File: src/rtl/alu_pkg.sv
// Shared types for the ALU execution unit: operation encoding, flag bit
// positions and the response record queued in the response FIFO.
package alu_pkg;

  typedef enum logic [1:0] {
    ALU_ADD = 2'b00,
    ALU_SUB = 2'b01,
    ALU_AND = 2'b10,
    ALU_OR  = 2'b11
  } alu_op_t;

  localparam int FLAG_N = 3;
  localparam int FLAG_Z = 2;
  localparam int FLAG_C = 1;
  localparam int FLAG_V = 0;

  localparam int ALU_W = 32;

  typedef logic [3:0] alu_flags_t;

  // Canonical response record at the default operand width.
  typedef struct packed {
    logic [ALU_W-1:0] result;
    alu_flags_t       flags;
  } alu_rsp_t;

endpackage

File: src/rtl/alu_rsp_fifo.sv
// Synchronous response FIFO with occupancy count and wrapping pointers.
// Storage is not reset; the head reads as zero whenever the FIFO is empty.
module alu_rsp_fifo #(
  parameter int W     = 36,
  parameter int DEPTH = 2
) (
  input  logic         clk,
  input  logic         reset_n,
  input  logic         push,
  input  logic         pop,
  input  logic [W-1:0] wr_data,
  output logic [W-1:0] rd_data,
  output logic         full,
  output logic         empty
);

  localparam int AW = (DEPTH > 1) ? $clog2(DEPTH) : 1;
  localparam logic [AW:0] FULL_CNT = (AW+1)'(DEPTH);

  logic [W-1:0]  mem [DEPTH];
  logic [AW-1:0] wr_ptr;
  logic [AW-1:0] rd_ptr;
  logic [AW:0]   count;
  logic          do_push;
  logic          do_pop;

  assign do_push = push && !full;
  assign do_pop  = pop && !empty;

  // Pointers wrap naturally because DEPTH is a power of two.
  always_ff @(posedge clk) begin
    if (!reset_n) begin
      wr_ptr <= '0;
      rd_ptr <= '0;
      count  <= '0;
    end else begin
      if (do_push) wr_ptr <= wr_ptr + AW'(1);
      if (do_pop)  rd_ptr <= rd_ptr + AW'(1);
      case ({do_push, do_pop})
        2'b10:   count <= count + (AW+1)'(1);
        2'b01:   count <= count - (AW+1)'(1);
        default: count <= count;
      endcase
    end
  end

  always_ff @(posedge clk) begin
    if (do_push) mem[wr_ptr] <= wr_data;
  end

  assign full    = (count == FULL_CNT);
  assign empty   = (count == '0);
  assign rd_data = empty ? '0 : mem[rd_ptr];

endmodule

File: src/rtl/alu_exec_unit.sv
// Handshaked ALU execution wrapper: computes result/NZCV on accept and queues
// responses in order. Define ALU_STICKY_V_EN to enable the sticky overflow bit.
module alu_exec_unit
  import alu_pkg::*;
#(
  parameter int WIDTH = 32,
  parameter int DEPTH = 2
) (
  input  logic             clk,
  input  logic             reset_n,
  input  logic             req_valid,
  output logic             req_ready,
  input  logic [WIDTH-1:0] req_a,
  input  logic [WIDTH-1:0] req_b,
  input  logic [1:0]       req_ctrl,
  output logic             rsp_valid,
  input  logic             rsp_ready,
  output logic [WIDTH-1:0] rsp_result,
  output logic [3:0]       rsp_flags,
  input  logic             clr_sticky,
  output logic             sticky_v
);

  typedef struct packed {
    logic [WIDTH-1:0] result;
    alu_flags_t       flags;
  } rsp_t;

  // Add and subtract share one adder; subtract feeds ~B with carry-in 1, so
  // C=1 means no borrow and V compares against the inverted operand's sign.
  function automatic rsp_t alu_compute(input logic [WIDTH-1:0] a,
                                       input logic [WIDTH-1:0] b,
                                       input alu_op_t          op);
    rsp_t             r;
    logic [WIDTH-1:0] bb;
    logic [WIDTH:0]   sum;
    bb       = (op == ALU_SUB) ? ~b : b;
    sum      = {1'b0, a} + {1'b0, bb} + {{WIDTH{1'b0}}, (op == ALU_SUB)};
    r.result = '0;
    r.flags  = '0;
    case (op)
      ALU_ADD, ALU_SUB: begin
        r.result        = sum[WIDTH-1:0];
        r.flags[FLAG_C] = sum[WIDTH];
        r.flags[FLAG_V] = (a[WIDTH-1] == bb[WIDTH-1]) &&
                          (sum[WIDTH-1] != a[WIDTH-1]);
      end
      ALU_AND: r.result = a & b;
      default: r.result = a | b;
    endcase
    r.flags[FLAG_N] = r.result[WIDTH-1];
    r.flags[FLAG_Z] = (r.result == '0);
    return r;
  endfunction

  rsp_t rsp_p0;
  rsp_t head;
  logic full;
  logic empty;
  logic accept;
  logic pop;

  assign rsp_p0    = alu_compute(req_a, req_b, alu_op_t'(req_ctrl));
  assign req_ready = !full;
  assign rsp_valid = !empty;
  assign accept    = req_valid && req_ready;
  assign pop       = rsp_valid && rsp_ready;

  // Stage boundary: computed response registered into the FIFO tail.
  alu_rsp_fifo #(
    .W     ($bits(rsp_t)),
    .DEPTH (DEPTH)
  ) u_fifo (
    .clk     (clk),
    .reset_n (reset_n),
    .push    (accept),
    .pop     (pop),
    .wr_data (rsp_p0),
    .rd_data (head),
    .full    (full),
    .empty   (empty)
  );

  assign rsp_result = head.result;
  assign rsp_flags  = head.flags;

`ifdef ALU_STICKY_V_EN
  logic arith_p0;
  assign arith_p0 = (req_ctrl == ALU_ADD) || (req_ctrl == ALU_SUB);

  always_ff @(posedge clk) begin
    if (!reset_n)
      sticky_v <= 1'b0;
    else if (accept && arith_p0 && rsp_p0.flags[FLAG_V])
      sticky_v <= 1'b1;
    else if (clr_sticky)
      sticky_v <= 1'b0;
  end
`else
  logic unused_clr;
  assign unused_clr = clr_sticky;
  assign sticky_v   = 1'b0;
`endif

endmodule

File: config.mk
export PLATFORM = sky130hd
export DESIGN_NAME = alu_exec_unit
export DESIGN_NICKNAME = d
export VERILOG_FILES = /design/src/rtl/alu_pkg.sv /design/src/rtl/alu_rsp_fifo.sv /design/src/rtl/alu_exec_unit.sv
export SDC_FILE = /design/constraint.sdc
export NUM_CORES = 1
export LEC_CHECK = 0
export ABC_AREA = 1
export CORE_ASPECT_RATIO = 0.6
export CORE_MARGIN = 5
export CORE_UTILIZATION = 56
export CTS_BUF_LIST = sky130_fd_sc_hd__clkbuf_8
export CTS_CLUSTER_DIAMETER = 80
export DETAILED_ROUTE_END_ITERATION = 8
export PLACE_DENSITY = 0.92
export SLEW_MARGIN = 20
export SYNTH_ARGS = -nofsm -noshare
export SYNTH_HDL_FRONTEND = slang
export SYNTH_SLANG_ARGS = --single-unit
export TNS_END_PERCENT = 10
File: constraint.sdc
create_clock -name clk -period 3.6 [get_ports clk]
set_input_delay 0.54 -clock clk [delete_from_list [all_inputs] [get_ports clk]]
set_output_delay 0.54 -clock clk [all_outputs]
set_load 0.02 [all_outputs]
==> results of run 1 <==
## power by group through the flow
stage	Clock, W	Combinational (W)	Sequential, W
final	0.000546	0.00187	0.00116
after global routing	0.000593	0.00204	0.00117
after CTS	0.000554	0.00184	0.00116
after detailed placement	0	0.00182	0.00118
after global placement	0	0.00178	0.00117
after floorplan	0	0.00108	0.00117
## final timing paths
path	endpoint	cells past startpoint	slack (ns)	startpoint
max	u_fifo.mem[1][2]	19	0.19	req_ctrl[0]
min	u_fifo.rd_ptr	1	0.47	u_fifo.rd_ptr
max reg2reg	u_fifo.count[1]	9	1.38	u_fifo.count[1]
min reg2reg	u_fifo.rd_ptr	1	0.47	u_fifo.rd_ptr
## registers in the layout (all words and copies together) (netlist names), named ones only
| signal | count |
|---|---|
| u_fifo.count | 2 |
| u_fifo.mem | 70 |
| u_fifo.rd_ptr | 1 |
| u_fifo.wr_ptr | 1 |
## layout make-up
class | instances | area share
Multi-Input combinational cell | 726 | 0.461
Clock inverter | 7 | 0.00560
Sequential cell | 75 | 0.274
Timing Repair Buffer | 139 | 0.168
Tap cell | 144 | 0.0224
Clock buffer | 9 | 0.0154
Inverter | 116 | 0.0541
## cells by family after synthesis
group	Yosys count
AND/OR/NAND/NOR	530
buffers and inverters	139
AO/OA/AOI/OAI	124
flip-flops	75
adder cells (fa/ha/maj)	40
XOR/XNOR	31
other	1
## cell usage in the layout (no fill, tap or decap), types with 4 or more instances in the layout
master	Yosys	final
o21bai_1	4	4
buf_4	2	29
inv_2	5	5
nand3_1	74	74
a21oi_1	70	70
clkdlybuf4s50_1	0	107
nand4_1	15	15
nor3_1	10	10
xnor2_1	29	29
dfxtp_1	5	5
nand2_1	285	285
nand3b_1	10	10
edfxtp_1	70	70
ha_1	39	39
inv_1	110	112
o21ai_0	19	19
nor2_1	115	112
nor2_2	1	4
clkbuf_8	0	9
nand2_2	8	8
a31oi_1	29	29
## through the flow
step	hold WS, ns	utilization	setup WS (ns)	total power (W)	TNS, ns
after detailed placement	0.456	0.700	-0.0462	0.00300	-0.0923
after global placement	0.433	0.700	-0.00280	0.00295	-0.00561
final	0.471	0.715	0.193	0.00357	0
after CTS	0.467	0.715	0.294	0.00355	0
after global routing	0.502	0.715	0.0207	0.00380	0
after floorplan	0.425	-	0.818	0.00224	0
## critical path: stages
cell	delay [ns]
clkdlybuf4s50_1	0.55
nand2_4	0.14
buf_12	0.19
xnor2_1	0.15
ha_1	0.39
nand2_1	0.08
inv_1	0.11
nand2_1	0.11
nor2_1	0.27
nand4_1	0.19
nand3_1	0.12
nand2_1	0.05
nand3_1	0.06
nand2_1	0.14
nor2_1	0.13
nand3_1	0.09
nor2_1	0.09
nand2_1	0.05
nor2_1	0.11
## metal layers
layer,part of all wire,vias up,track usage
met5,0,-,0
met4,0.014,0,0.0646
met3,0.12,28,0.0441
met2,0.41,335,0.417
met1,0.46,3098,0.442
li1,-,3362,-
==> metrics.yaml, run 1 <==
synth:
  yosysSeqAreaShare: 0.342
  synthXorXnorAreaFrac: 0.0421
  synth_common_cells: "nand2_1, nor2_1, inv_1, nand3_1"
  ys_ff_latch: 75
  async_flop_share: 0
  yosys.area_share.simple: 0.349
  synth_ff_type: "edfxtp_1"
  synth_mux_area_frac: 0
  synth_top_area_frac: 0.326
  netlist_instances: 940
  synth_area_leader_cell: "edfxtp_1"
  synth_enable_flop_cells: 70
  synth_area_sq_um: 6450
  synth_top_family_by_area: "simple AND/OR/NAND/NOR gates"
  syn_avg_cell_area_sq_um: 6.86
  ys_types: 36
  synth_fa_ha_area_frac: 0.0788
  synth_area_leaders: "edfxtp_1, nand2_1, ha_1"
  synthesis.nets: 1051
  yosysMostFrequentCell: "nand2_1"
  ys.warnings.count: 0
  synth_compound_area_frac: 0.104
floorplanning:
  start_util: 0.572
  die_w_um: 149
  rows: 30
  die_y_um: 93.1
  die_area_sq_um: 13800
  io_pins: 110
  coreArea_sq_um: 11300
outcome:
  status: "completed"
clocking:
  htreeDepth: 3
  cts_setup_buffers: 0
  cts.path.max_buffers: 2
  cts_tree: "yes"
  cts_root_buf: "clkbuf_8"
  insertion_delay_ns: 0.34
  clkSinkCount: 75
  holdBufCountCts: 0
  cts-resized-gates: 0
  cts.reportedPaths.clkPinSlew_ns: 0.08
  cts_buffers: 9
detailed_routing:
  ant_nets: 0
  avgViaCountPerCell: 5.61
  drtIter0Drc: 701
  wl_per_cell_um: 16.4
  drtPass1Iterations: 5
  vias: 6823
  drc_errors: 0
  wirelength_mm: 19.9
critical_path:
  end_kind: "register"
  cp.required_ns: 3.79
  path_class: "primary input to register"
  arrival_ns: 3.60
  cp_max_fo: 15
  startpoint_type: "primary input"
grt:
  grt_pass1_wl_mm: 31.1
  track_usage: 0.285
  grt_pass1_vias: 6061
  antenna_found_initial: 0
  overflow: 0
  grt_max_degree: 36
pwr:
  switching_share: 0.419
  p_comb_frac: 0.522
  power_frac_seq: 0.325
  p_leak_nw: 3.66
  p_int_w: 0.00208
  p_sw_w: 0.00149
  peakVddDrop_mv: 0.206
  power.density_nw_per_um2: 444
  p_clk_frac: 0.153
final_layout:
  diodes: 0
  multi_input_area_sq_um: 3710
  nFillCells: 913
  final_area_sq_um: 8050
  syn_to_final_growth_pct: 24.8
  seq_area_sq_um: 2200
  fin_nets: 1178
  drive_gt1_frac: 0.0662
  layout.cells.non_filler: 1216
timing:
  fin_crit_ns: 3.41
  fin_skew_ns: 0.0147
  drv_slew: 0
  max_slew_margin: 0.618
  rsz0062_at_grt: "false"
  setup_violations: 0
  worst_pin_slew_ns: 0.573
  fin_crit_sh: 0.946
  finalHoldViolCount: 0
  fmax_mhz: 294
min_path:
  hp-class: "register to register"
placed_design:
  port_buffers: 107
  dp_hpwl_mm: 15.9
  place.gp.congestion: 0.997
  placed_area_sq_um: 7880
  dp_cells: 1200
job:
  maxCapViolCount: 0
(Power assumes the default switching activity.)
==> inputs of run 2 (changes only) <==
--- a/config.mk
+++ b/config.mk
@@ -6,6 +6,7 @@
 export NUM_CORES = 1
 export LEC_CHECK = 0
 export ABC_AREA = 1
+export CAP_MARGIN = 20
 export CORE_ASPECT_RATIO = 0.6
 export CORE_MARGIN = 5
 export CORE_UTILIZATION = 56
==> results of run 2 <==
The final DEF is identical to that of run 1; final timing and power are the same.
==> inputs of run 3 (changes only) <==
--- a/config.mk
+++ b/config.mk
@@ -7,13 +7,15 @@
 export LEC_CHECK = 0
 export ABC_AREA = 1
 export CAP_MARGIN = 20
+export CELL_PAD_IN_SITES_DETAIL_PLACEMENT = 1
+export CELL_PAD_IN_SITES_GLOBAL_PLACEMENT = 2
 export CORE_ASPECT_RATIO = 0.6
 export CORE_MARGIN = 5
-export CORE_UTILIZATION = 56
+export CORE_UTILIZATION = 31
 export CTS_BUF_LIST = sky130_fd_sc_hd__clkbuf_8
 export CTS_CLUSTER_DIAMETER = 80
 export DETAILED_ROUTE_END_ITERATION = 8
-export PLACE_DENSITY = 0.92
+export PLACE_DENSITY = 0.82
 export SLEW_MARGIN = 20
 export SYNTH_ARGS = -nofsm -noshare
 export SYNTH_HDL_FRONTEND = slang
==> run 3 against run 2 <==
Compared with the run above: via count grew 0.60%; register-to-register slack about the same; global-route usage down 8.7 points; final cell count rose by 15%; fmax increased by 1.1%; highest routed layer unchanged; die area is 73% higher; wire length rose by 21%; sequential share of layout area decreased by 1.8 points; sequential power is essentially flat; utilization is 29 points lower; non-clock buffer count is 48 higher; largest cell class unchanged.
==> metrics.yaml, run 3 (synthesized netlist as in run 1, its figures left out) <==
final_layout:
  largest_register_ffs: 70
  diodes: 0
  layout.cells.non_filler: 1393
  fin_nets: 1226
  final_area_sq_um: 8620
  fin_util: 0.426
  drive_gt1_frac: 0.113
  final_cell_mix: "nand2_1, inv_1, nor2_1"
  final_common_cell: "nand2_1"
  syn_to_final_growth_pct: 33.7
  largestRegisters: "u_fifo.mem (70), u_fifo.count (2)"
  regMostFlops: "u_fifo.mem"
timing:
  finalHoldViolCount: 0
  fin_crit_ns: 3.37
  drv_slew: 0
  layout_setup_ws_ns: 0.230
  fin_skew_ns: 0.00529
  max_slew_margin: 0.306
  rsz0062_at_grt: "false"
  worst_pin_slew_ns: 1.03
  setup_violations: 0
  fmax_mhz: 297
  fin_crit_sh: 0.936
placed_design:
  place.gp.congestion: 0.903
  dp_hpwl_mm: 20.1
  placed_area_sq_um: 8370
  port_buffers: 107
  pre_cts_ws_ns: -0.184
  dp_cells: 1374
grt:
  grt_pass1_vias: 6864
  grt_pass1_wl_mm: 37.4
  grt_max_degree: 37
  track_usage: 0.198
  antenna_found_initial: 0
  overflow: 0
detailed_routing:
  avgViaCountPerCell: 4.93
  drtIter0Drc: 281
  vias: 6864
  drc_errors: 0
  wl_per_cell_um: 17.3
  ant_nets: 0
  wirelength_mm: 24.1
  drtPass1Iterations: 4
critical_path:
  end_kind: "register"
  reg2reg_depth: 9
  cpMostUsedCell: "nand3_1"
  r2r_start: "u_fifo.count[1]"
  r2r_end: "u_fifo.count[1]"
  path_class: "primary input to register"
  arrival_ns: 3.57
  rrSetupSlack_ns: 1.37
  cp_max_fo: 15
  startpoint_type: "primary input"
  crit_chain: "clkdlybuf4s50_1 -> nand2_4 -> buf_12 -> xnor2_1 -> ha_1 -> buf_4 -> a21oi_1 -> nand2_1 -> nand2_1 -> nand3_1 -> nand3_1 -> nand3_1 -> nand3_1 -> nand4_1 -> nor2_1 -> nand2_1 -> nor2_2"
  critPathSlowestCell: "clkdlybuf4s50_1"
  cp_slowest_stage_delay_ns: 0.52
  cp.required_ns: 3.80
outcome:
  status: "completed"
pwr:
  peakVddDrop_mv: 0.250
  finalPower_w: 0.00384
  power.density_nw_per_um2: 445
  p_leak_nw: 3.91
job:
  maxCapViolCount: 0
min_path:
  hold_path_depth: 1
  min_from: "u_fifo.rd_ptr"
  hold_end: "u_fifo.rd_ptr"
  hp-class: "register to register"
clocking:
  holdBufCountCts: 0
  cts_buffers: 9
  cts_root_buf: "clkbuf_8"
  cts.reportedPaths.clkPinSlew_ns: 0.07
  clkSinkCount: 75
  htreeDepth: 3
  insertion_delay_ns: 0.34
  cts_tree: "yes"
  cts.path.max_buffers: 2
floorplanning:
  io_pins: 110
  die_y_um: 122
  die_w_um: 196
  die_area_sq_um: 23900
  start_util: 0.319
  coreArea_sq_um: 20200
  rows: 40
## run 3: critical path: cells and delay by family
family	cells	cell delay, ns
buf+inv	3	0.85
simple gates	11	1.41
fa+ha+maj	1	0.34
compound gates	1	0.29
xor+xnor	1	0.13
## run 3: how the worst max path moves through the flow
stage                     start               end  slack (ns)  cells after the start
detailed placement  req_ctrl[0]  u_fifo.mem[0][2]       -0.18                     23
global route        req_ctrl[0]  u_fifo.mem[0][2]        0.03                     20
global placement    req_ctrl[0]  u_fifo.mem[0][2]       -0.08                     19
floorplan           req_ctrl[1]  u_fifo.mem[0][2]        0.82                     20
finish              req_ctrl[0]  u_fifo.mem[0][2]        0.23                     17
CTS                 req_ctrl[0]  u_fifo.mem[0][2]        0.17                     21
## run 3: per-layer routing
metal / wire length, um / vias to the layer above / global-route usage
li1: - / 3442 / -
met1: 13200 / 3287 / 0.318
met2: 9780 / 125 / 0.294
met3: 947 / 10 / 0.0180
met4: 97 / 0 / 0.0248
met5: 0 / - / 0
## run 3: final cells by class
class	instances	area [sq um]
inverters	116	435
clock buffers	9	124
clock inverters	7	82.6
multi-input cells	726	3740
well taps	273	342
fillers	2587	11600
flip-flops and latches	75	2200
repair buffers	187	1700
## run 3: timing repair
item                                    CTS  global route
resized for setup                         0             8
setup buffers                             0             3
endpoints found under the setup margin    0             2
## run 3: per-stage QoR
| step | hold slack [ns] | setup TNS (ns) |
|---|---|---|
| 2_1_floorplan | 0.425 | 0 |
| 4_1_cts | 0.490 | 0 |
| 6_report | 0.499 | 0 |
| 3_5_place_dp | 0.477 | -0.537 |
| 3_3_place_gp | 0.432 | -0.165 |
| 5_1_grt | 0.514 | 0 |
## run 3: report_power, final
group	internal [W]	switching (W)	total, W
Clock	0.000382	0.000289	0.000671
Sequential	0.00112	0.0000403	0.00116
Combinational	0.000794	0.00121	0.00201
